--- config.mk ---
export PLATFORM = sky130hd
export DESIGN_NAME = gpio_bridge_flat
export DESIGN_NICKNAME = d
export VERILOG_FILES = /design/src/rtl/gpio_bridge_pkg.sv /design/src/rtl/gpio_bridge_if.sv /design/src/rtl/gpio_bridge_sync.sv /design/src/rtl/gpio_bridge.sv /design/src/flat_wrapper.sv
export SDC_FILE = /design/constraint.sdc
export NUM_CORES = 1
export LEC_CHECK = 0
export BUFFER_PORTS_ARGS = -buffer_cell sky130_fd_sc_hd__buf_2
export CORE_ASPECT_RATIO = 0.75
export CORE_MARGIN = 2
export CORE_UTILIZATION = 55
export DETAILED_ROUTE_END_ITERATION = 6
export GPL_TIMING_DRIVEN = 0
export PLACE_DENSITY_LB_ADDON = 0.1
export SKIP_CTS_REPAIR_TIMING = 1
export SLEW_MARGIN = 20
export SYNTH_ARGS = -nofsm -noshare
export SYNTH_HDL_FRONTEND = slang
export SYNTH_SLANG_ARGS = --single-unit
--- constraint.sdc ---
create_clock -name clk_i -period 2.9 [get_ports clk_i]
set_input_delay 0.145 -clock clk_i [delete_from_list [all_inputs] [get_ports clk_i]]
set_output_delay 0.145 -clock clk_i [all_outputs]
set_load 0.005 [all_outputs]
--- src/rtl/gpio_bridge_pkg.sv ---
// gpio_bridge_pkg: opcodes, error byte and FSM states shared by the GPIO bridge.
package gpio_bridge_pkg;

   localparam logic [7:0] OP_WR_OUT   = 8'h10;
   localparam logic [7:0] OP_WR_OE    = 8'h20;
   localparam logic [7:0] OP_RD_IN    = 8'h30;
   localparam logic [7:0] OP_RD_EDGE  = 8'h40;
   localparam logic [7:0] OP_WR_SLEEP = 8'h50;
   localparam logic [7:0] ERR_BYTE    = 8'hEE;

   typedef enum logic [1:0] {ST_IDLE, ST_ARG, ST_RESP} state_t;

   function automatic logic is_arg_op(input logic [7:0] op);
      return op == OP_WR_OUT || op == OP_WR_OE || op == OP_WR_SLEEP;
   endfunction

endpackage

--- src/rtl/gpio_bridge_if.sv ---
// gpio_bridge_if: USB CDC byte channel (host-to-device command stream, device-to-host responses).
interface gpio_bridge_if;

   logic [7:0] out_data_i;
   logic       out_valid_i;
   logic       out_ready_o;
   logic [7:0] in_data_o;
   logic       in_valid_o;
   logic       in_ready_i;

   modport master (
      output out_data_i, out_valid_i, in_ready_i,
      input  out_ready_o, in_data_o, in_valid_o
   );

   modport slave (
      input  out_data_i, out_valid_i, in_ready_i,
      output out_ready_o, in_data_o, in_valid_o
   );

endinterface

--- src/rtl/gpio_bridge_sync.sv ---
// gpio_bridge_sync: per-pin synchroniser, edge pulse and, with GPIO_BRIDGE_DEBOUNCE_EN, a debouncer.
module gpio_bridge_sync #(
   parameter int SYNC_STAGES     = 2,
   parameter int DEBOUNCE_CYCLES = 16
) (
   input  logic clk_i,
   input  logic rstn_i,
   input  logic i_pad,
   input  logic i_arm,
   output logic o_val,
   output logic o_edge
);

   if (SYNC_STAGES < 2 || DEBOUNCE_CYCLES < 1) begin : g_bad_cfg
      $error("gpio_bridge_sync: SYNC_STAGES must be >= 2 and DEBOUNCE_CYCLES >= 1");
   end

   logic [SYNC_STAGES-1:0] r_sync;
   logic                   r_prev;
   logic                   w_sync;
   logic                   w_val;

   assign w_sync = r_sync[SYNC_STAGES-1];

   always_ff @(posedge clk_i) begin
      if (!rstn_i) begin
         r_sync <= '0;
         r_prev <= 1'b0;
      end else begin
         r_sync <= {r_sync[SYNC_STAGES-2:0], i_pad};
         r_prev <= w_val;
      end
   end

`ifdef GPIO_BRIDGE_DEBOUNCE_EN
   localparam int CW = $clog2(DEBOUNCE_CYCLES + 1);

   logic [CW-1:0] r_cnt;
   logic          r_acc;

   // Until armed the accepted value tracks the synchroniser, so fill is never debounced into an edge.
   always_ff @(posedge clk_i) begin
      if (!rstn_i) begin
         r_cnt <= '0;
         r_acc <= 1'b0;
      end else if (!i_arm) begin
         r_cnt <= '0;
         r_acc <= w_sync;
      end else if (w_sync == r_acc) begin
         r_cnt <= '0;
      end else if (r_cnt == CW'(DEBOUNCE_CYCLES - 1)) begin
         r_cnt <= '0;
         r_acc <= w_sync;
      end else begin
         r_cnt <= r_cnt + 1'b1;
      end
   end

   assign w_val = i_arm ? r_acc : w_sync;
`else
   assign w_val = w_sync;
`endif

   assign o_val  = w_val;
   assign o_edge = i_arm & (w_val ^ r_prev);

endmodule

--- src/rtl/gpio_bridge.sv ---
// gpio_bridge: byte-command GPIO controller on a USB CDC channel.
// Define GPIO_BRIDGE_DEBOUNCE_EN to debounce inputs before RD_IN and edge detection.
module gpio_bridge
   import gpio_bridge_pkg::*;
#(
   parameter int GPIO_NUM        = 8,
   parameter int SYNC_STAGES     = 2,
   parameter int DEBOUNCE_CYCLES = 16
) (
   input  logic                clk_i,
   input  logic                rstn_i,
   gpio_bridge_if.slave        cdc,
   input  logic [GPIO_NUM-1:0] gpio_i,
   output logic [GPIO_NUM-1:0] gpio_o,
   output logic [GPIO_NUM-1:0] gpio_oe_o,
   output logic                sleep_o
);

   if (GPIO_NUM < 1 || GPIO_NUM > 8) begin : g_bad_cfg
      $error("gpio_bridge: GPIO_NUM must be 1..8");
   end

   localparam int ARM_CNT = SYNC_STAGES + 1;
   localparam int AW      = $clog2(ARM_CNT + 1);

   state_t                r_state, w_next;
   logic                  r_run;
   logic [AW-1:0]         r_arm_cnt;
   logic [7:0]            r_op;
   logic [7:0]            r_in_data;
   logic [GPIO_NUM-1:0]   r_out, r_oe, r_flags;
   logic                  r_sleep;
   logic [GPIO_NUM-1:0]   w_val, w_edge;
   logic                  w_arm, w_ofire, w_ifire, w_clear;
   logic [7:0]            w_resp;

   for (genvar i = 0; i < GPIO_NUM; i++) begin : g_pin
      gpio_bridge_sync #(
         .SYNC_STAGES    (SYNC_STAGES),
         .DEBOUNCE_CYCLES(DEBOUNCE_CYCLES)
      ) u_sync (
         .clk_i (clk_i),
         .rstn_i(rstn_i),
         .i_pad (gpio_i[i]),
         .i_arm (w_arm),
         .o_val (w_val[i]),
         .o_edge(w_edge[i])
      );
   end

   assign w_arm   = r_arm_cnt == AW'(ARM_CNT);
   assign w_ofire = cdc.out_valid_i & cdc.out_ready_o;
   assign w_ifire = cdc.in_valid_o & cdc.in_ready_i;
   assign w_clear = r_state == ST_IDLE && w_ofire && cdc.out_data_i == OP_RD_EDGE;
   assign w_resp  = cdc.out_data_i == OP_RD_IN   ? 8'(w_val)   :
                    cdc.out_data_i == OP_RD_EDGE ? 8'(r_flags) : ERR_BYTE;

   always_ff @(posedge clk_i) begin
      if (!rstn_i) r_state <= ST_IDLE;
      else         r_state <= w_next;
   end

   always_comb begin
      w_next = r_state == ST_IDLE ? (w_ofire ? (is_arg_op(cdc.out_data_i) ? ST_ARG : ST_RESP) : ST_IDLE) :
               r_state == ST_ARG  ? (w_ofire ? ST_IDLE : ST_ARG) :
                                    (w_ifire ? ST_IDLE : ST_RESP);
   end

   always_comb begin
      cdc.out_ready_o = r_run && r_state != ST_RESP;
      cdc.in_valid_o  = r_state == ST_RESP;
      cdc.in_data_o   = r_in_data;
   end

   // Flags: a same-cycle edge survives the RD_EDGE clear.
   always_ff @(posedge clk_i) begin
      if (!rstn_i) begin
         r_run     <= 1'b0;
         r_arm_cnt <= '0;
         r_op      <= '0;
         r_in_data <= '0;
         r_out     <= '0;
         r_oe      <= '0;
         r_sleep   <= 1'b0;
         r_flags   <= '0;
      end else begin
         r_run     <= 1'b1;
         r_arm_cnt <= w_arm ? r_arm_cnt : r_arm_cnt + 1'b1;
         r_flags   <= (w_clear ? '0 : r_flags) | w_edge;
         if (w_ofire && r_state == ST_IDLE) begin
            r_op <= cdc.out_data_i;
            if (!is_arg_op(cdc.out_data_i)) r_in_data <= w_resp;
         end
         if (w_ofire && r_state == ST_ARG) begin
            if (r_op == OP_WR_OUT)   r_out   <= cdc.out_data_i[GPIO_NUM-1:0];
            if (r_op == OP_WR_OE)    r_oe    <= cdc.out_data_i[GPIO_NUM-1:0];
            if (r_op == OP_WR_SLEEP) r_sleep <= cdc.out_data_i[0];
         end
      end
   end

   assign gpio_o    = r_out;
   assign gpio_oe_o = r_oe;
   assign sleep_o   = r_sleep;

endmodule

--- src/flat_wrapper.sv ---
// flat-port wrapper written by rule: the top's interface ports become plain ports
module gpio_bridge_flat import gpio_bridge_pkg::*;
#(
   parameter int GPIO_NUM        = 8,
   parameter int SYNC_STAGES     = 2,
   parameter int DEBOUNCE_CYCLES = 16
)
  (clk_i, rstn_i, gpio_i, gpio_o, gpio_oe_o, sleep_o, cdc_out_data_i, cdc_out_valid_i, cdc_in_ready_i, cdc_out_ready_o, cdc_in_data_o, cdc_in_valid_o);
  gpio_bridge_if cdc_i ();
  input  logic clk_i;
  input  logic rstn_i;
  input  logic [GPIO_NUM-1:0] gpio_i;
  output logic [GPIO_NUM-1:0] gpio_o;
  output logic [GPIO_NUM-1:0] gpio_oe_o;
  output logic sleep_o;
  input wire logic [$bits(cdc_i.out_data_i)-1:0] cdc_out_data_i;
  input wire logic [$bits(cdc_i.out_valid_i)-1:0] cdc_out_valid_i;
  input wire logic [$bits(cdc_i.in_ready_i)-1:0] cdc_in_ready_i;
  output wire logic [$bits(cdc_i.out_ready_o)-1:0] cdc_out_ready_o;
  output wire logic [$bits(cdc_i.in_data_o)-1:0] cdc_in_data_o;
  output wire logic [$bits(cdc_i.in_valid_o)-1:0] cdc_in_valid_o;
  assign cdc_i.out_data_i = cdc_out_data_i;
  assign cdc_i.out_valid_i = cdc_out_valid_i;
  assign cdc_i.in_ready_i = cdc_in_ready_i;
  assign cdc_out_ready_o = cdc_i.out_ready_o;
  assign cdc_in_data_o = cdc_i.in_data_o;
  assign cdc_in_valid_o = cdc_i.in_valid_o;
  gpio_bridge #(.GPIO_NUM(GPIO_NUM), .SYNC_STAGES(SYNC_STAGES), .DEBOUNCE_CYCLES(DEBOUNCE_CYCLES)) u_core (.clk_i(clk_i), .rstn_i(rstn_i), .cdc(cdc_i), .gpio_i(gpio_i), .gpio_o(gpio_o), .gpio_oe_o(gpio_oe_o), .sleep_o(sleep_o));
endmodule
Word level (Yosys, flattened, before mapping)
Index checks and enable logic that the tools add are counted.
W data, S select, Z words.
{ "classes": {"add_sub_neg": 1, "muxes": 10, "n_bitwise": 20, "shifts": 0, "reduce_logical": 11, "multipliers": 0, "n_eq_ne": 12, "magnitude_cmp": 0, "n_div": 0} }
{ "ops": {"columns": ["cell", "n"], "rows": [
  ["$eq A8 B6 Y1 const B", 3],
  ["$eq A8 B7 Y1 const B", 3],
  ["$mux W8", 3],
  ["$eq A8 B5 Y1 const B", 2],
  ["$and A1 B1 Y1", 10],
  ["$mux W2", 5],
  ["$or A8 B8 Y8", 1],
  ["$reduce_and A2 Y1", 4],
  ["$xor A1 B1 Y1", 8],
  ["$eq A2 B2 Y1 const B", 2],
  ["$logic_and A1 B1 Y1", 4],
  ["$add A2 B1 Y2 const B", 1],
  ["$eq A2 B1 Y1 const B", 1],
  ["$logic_not A2 Y1", 1],
  ["$logic_or A1 B1 Y1", 2],
  ["$mux W1", 2],
  ["$ne A2 B2 Y1 const B", 1],
  ["$not A1 Y1", 1]
]} }
{ "word_totals": {"out_inout_bits": 27, "regBits": 70, "latch_bits": 0, "in_bits": 20, "word_cells": 79, "ramBits": 0, "n_memories": 0, "romBits": 0} }

Logic depth before layout (Yosys ltp)
{ "logic_depth": {"word_depth": 7, "ltp_mapped": 6, "ltp_nobuf": 4} }

Cells and area by module
From an unflattened synthesis, not the netlist that was laid out.
{ "unflattened": {"cells_unflattened": 256, "hier_area_um2": 2638.8} }
{ "modules_own_cells": {"columns": ["module", "instances", "area_each_um2", "cells_per_inst"], "rows": [
  ["gpio_bridge", 1, 1878.1, 192],
  ["gpio_bridge_sync", 8, 95.1, 8]
]} }

Worst setup path before layout
OpenSTA, ideal clock, no wires.
{ "synth_timing": {"kind": "reg2reg", "start": "register u_core.r_op[1]", "end": "register u_core.r_out[7], in the netlist u_core.gpio_o[7]", "setup_time_ns": 0.128, "arrival_ns": 1.226, "setup_slack_ns": 1.546, "path_stages_with_launch": 5, "path_cell_list": "dfxtp_1 > nor3_1 > nand4_2 > mux2i_1 > nor2_1"} }
{ "synth_via": {"elab_chain_len": 2} }
{ "synth_lines": {"columns": ["element", "line", "source"], "rows": [
  ["start: declaration", "gpio_bridge.sv:29", "logic [7:0] r_op;"],
  ["start signal: assignment", "gpio_bridge.sv:91", "r_op <= cdc.out_data_i;"],
  ["$eq A8 B5 Y1", "gpio_bridge.sv:95", "if (r_op == OP_WR_OUT) r_out <= cdc.out_data_i[GPIO_NUM-1:0];"],
  ["$reduce_and A2 Y1 (no line)", null, null],
  ["end signal: assignment", "gpio_bridge.sv:95", null],
  ["end: declaration", "gpio_bridge.sv:31", "logic [GPIO_NUM-1:0] r_out, r_oe, r_flags;"]
]} }
Every way passes these cells.
A chain may end at the register's enable or synchronous reset.

Worst setup path in the final report
{ "layout_timing": {"start": "register u_core.r_op[1]", "end": "register u_core.r_out[0], in the netlist u_core.gpio_o[0]"} }
The elaborated chain is that of the path after synthesis.

==> metrics.csv <==
metric,value,unit
ant_nets,0,
period_share,0.567,
synth_cells,251,
fin_crit,1.64,ns
final.setup_skew,0.00631,ns
area_growth,19.0,%
diodes,0,
io_pins,47,
globalplace.congestion,0.785,
gr-max-usage-layer,met2,
hold_violations,0,
grt_pass1_vias,1796,
crit_fanout,8,
drive_gt1_frac,0.225,
setup-tns-final,0,ns
hold_path.class,in2reg,
groute.layer.met2.usage,0.305,
ir_drop,401,µV
wl_per_cell,13.8,µm
first_pass_iters,4,
critPathArrivalTime,1.85,ns
cp_data_required_time,3.10,ns
cts_tree,built,
synth_top_family_by_area,simple AND/OR/NAND/NOR gates,
grt_use_met1,0.298,
rr_startpoint,u_core.r_op[1]$_SDFFE_PN0P_,
relSlewSlack,0.655,
hp-start,gpio_i[5],
grt_use_met3,0.0682,
final_nets,328,
wirelength,5070,µm
whs,0.0110,ns
slowest_stage,nand4_2,
initial_core_util,0.574,
grt_max_degree,12,
die_x,83.1,µm
yosys-top-cells-count,"dfxtp_1, nor2_1, and2_1",
seq_area_frac_synth,0.543,
drc_errors,0,
slowest_delay,0.43,ns
port_buffers,44,
synthesis.area,2580,µm²
hpwl,3640,µm
grt_pass1_wl,8590,µm
vias,1914,
synth_xor_area_frac,0.0306,
numCtsBuffers,9,
synth_ff_type,dfxtp_1,
synth_area_leaders,"dfxtp_1, mux2i_1, and2_1, nor2_1, nand2_1",
p_leak,1.44,nW
clk_transition_reported_paths,0.07,ns
vias_per_cell,5.20,
synthArstFlopShare,0,
track_usage,0.212,
cp-end-kind,flip-flop,
rr_endpoint,u_core.gpio_o[0]$_SDFFE_PN0P_,
grt-ovfl-total,0,
htree_levels,3,
critPathLaunchType,flip-flop,
core,4490,µm²
status,finished clean,
crit_start,u_core.r_op[1]$_SDFFE_PN0P_,
netlist-cell-type-count,33,
synth_most_common_cell,dfxtp_1,
synth_mux_area_frac,0.0699,
ys_seq_elements,70,
max_freq,0.608,GHz
slew_violations,0,
antenna_found_initial,0,
rsz0062_at_grt,no,
worstRegToRegCells,4,
critPathKind,reg2reg,
tightest_slew,0.518,ns
syn_avg_cell_area,10.3,µm²
synth_compound_area_frac,0.112,
num_rows,21,
dieArea,5260,µm²
nFillCells,364,
path_cells,nor3_1 > nand4_2 > mux2i_1 > nor2_1,
cap_violations,0,
clockBufferDepth,2,
drt_iter0_markers,111,
setup_viol,0,
endpoint,u_core.gpio_o[0]$_SDFFE_PN0P_,
rrSetupSlack,1.26,ns
synth_warnings,0,
synth_top_area_cell,dfxtp_1,
syn_nets,272,
clock_latency,0.33,ns
synth_edf_count,0,
synth_top_area_share,0.543,
synthSimpleGateAreaFrac,0.211,
power_density,618,nW/µm²
synthAdderAreaFrac,0.00485,
cts_sinks,70,
dieHeight,63.3,µm
root_buffer,clkbuf_8,
==> worst min-delay path by stage <==
stage / end / slack [ns] / depth (start not counted)
floorplan: u_core.r_run$_DFF_P_ / 0.17 / 0
global placement: u_core.r_run$_DFF_P_ / 0.32 / 1
detailed placement: u_core.r_run$_DFF_P_ / 0.32 / 1
CTS: u_core.r_run$_DFF_P_ / -0.04 / 1
global route: u_core.g_pin[7].u_sync.r_sync[0]$_SDFF_PN0_ / 0.004 / 2
finish: u_core.g_pin[5].u_sync.r_sync[0]$_SDFF_PN0_ / 0.01 / 2
==> metrics by stage <==
step           cell area [µm²]  total power (W)  cells  utilization  worst slack [ns]
3_5_place_dp              2870          0.00117    352        0.639              1.26
3_3_place_gp              2870          0.00117    352        0.639              1.32
5_1_grt                   3070          0.00198    368        0.683              1.11
2_1_floorplan             2580          0.00112    251            -              1.55
6_report                  3070          0.00190    368        0.683              1.26
4_1_cts                   3060          0.00191    367        0.681              1.25
==> metal layers <==
layer | share of wire | routed length (µm)
met5 | 0 | 0
met4 | 0.012 | 61
met3 | 0.055 | 277
met2 | 0.42 | 2110
met1 | 0.52 | 2630
==> placed cells by master, fill, tap and decap left out, types with 2 or more instances in the layout <==
| master | netlist | final |
|---|---|---|
| a21oi_1 | 9 | 9 |
| clkbuf_1 | 9 | 10 |
| nor2_1 | 33 | 33 |
| and2_1 | 23 | 23 |
| nand4_2 | 3 | 3 |
| buf_4 | 2 | 2 |
| inv_1 | 4 | 4 |
| a22oi_1 | 8 | 8 |
| nor3b_2 | 3 | 3 |
| o22a_1 | 6 | 6 |
| nand4_1 | 2 | 2 |
| mux2i_1 | 18 | 18 |
| o221a_1 | 6 | 6 |
| nor2b_1 | 3 | 3 |
| dfxtp_1 | 70 | 70 |
| xor2_1 | 9 | 9 |
| nor3b_1 | 2 | 2 |
| buf_2 | 2 | 46 |
| clkbuf_8 | 0 | 10 |
| clkinv_2 | 0 | 2 |
| o32ai_1 | 2 | 2 |
| and3b_1 | 2 | 2 |
| nand2_1 | 22 | 22 |
| nor3_1 | 2 | 2 |
==> critical path: cells and delay by family, from the launching register on <==
kind / cells / cell delay (ns)
simple gates: 3 / 0.90
mux: 1 / 0.30
flops: 1 / 0.31
==> cell type report <==
class | count | area [µm²] | share of cell area
tap | 57 | 71.3 | 0.0232
multi-input combinational | 164 | 1100 | 0.360
inverter | 4 | 15.0 | 0.00489
clock inverter | 4 | 47.5 | 0.0155
clock buffer | 11 | 141 | 0.0461
buffer | 13 | 58.8 | 0.0192
timing repair buffer | 45 | 230 | 0.0750
sequential | 70 | 1400 | 0.457
==> logic make-up (layout without fill, tap and decap cells) <==
logic type      after synthesis  in the layout
simple gates                100            100
xor+xnor                      9              9
buf+inv                      17             77
compound gates               36             36
fa+ha+maj                     1              1
mux                          18             18
flops                        70             70
==> sequential cells by signal (all words and copies together) (netlist names) <==
name and cells:
u_core.cdc.in_data_o 8, u_core.g_pin.u_sync.r_prev 8, u_core.g_pin.u_sync.r_sync 16, u_core.gpio_o 8, u_core.gpio_oe_o 8, u_core.r_arm_cnt 2
u_core.r_flags 8, u_core.r_op 8, u_core.r_run 1, u_core.r_state 2, u_core.sleep_o 1
==> report_power, final <==
group | internal [W] | leakage [nW] | switching (W)
clock | 0.000413 | 0.0952 | 0.000331
combinational | 0.0000610 | 0.772 | 0.0000761
sequential | 0.000997 | 0.571 | 0.0000190
total | 0.00147 | 1.44 | 0.000426
Power figures use the tool's default switching activity.
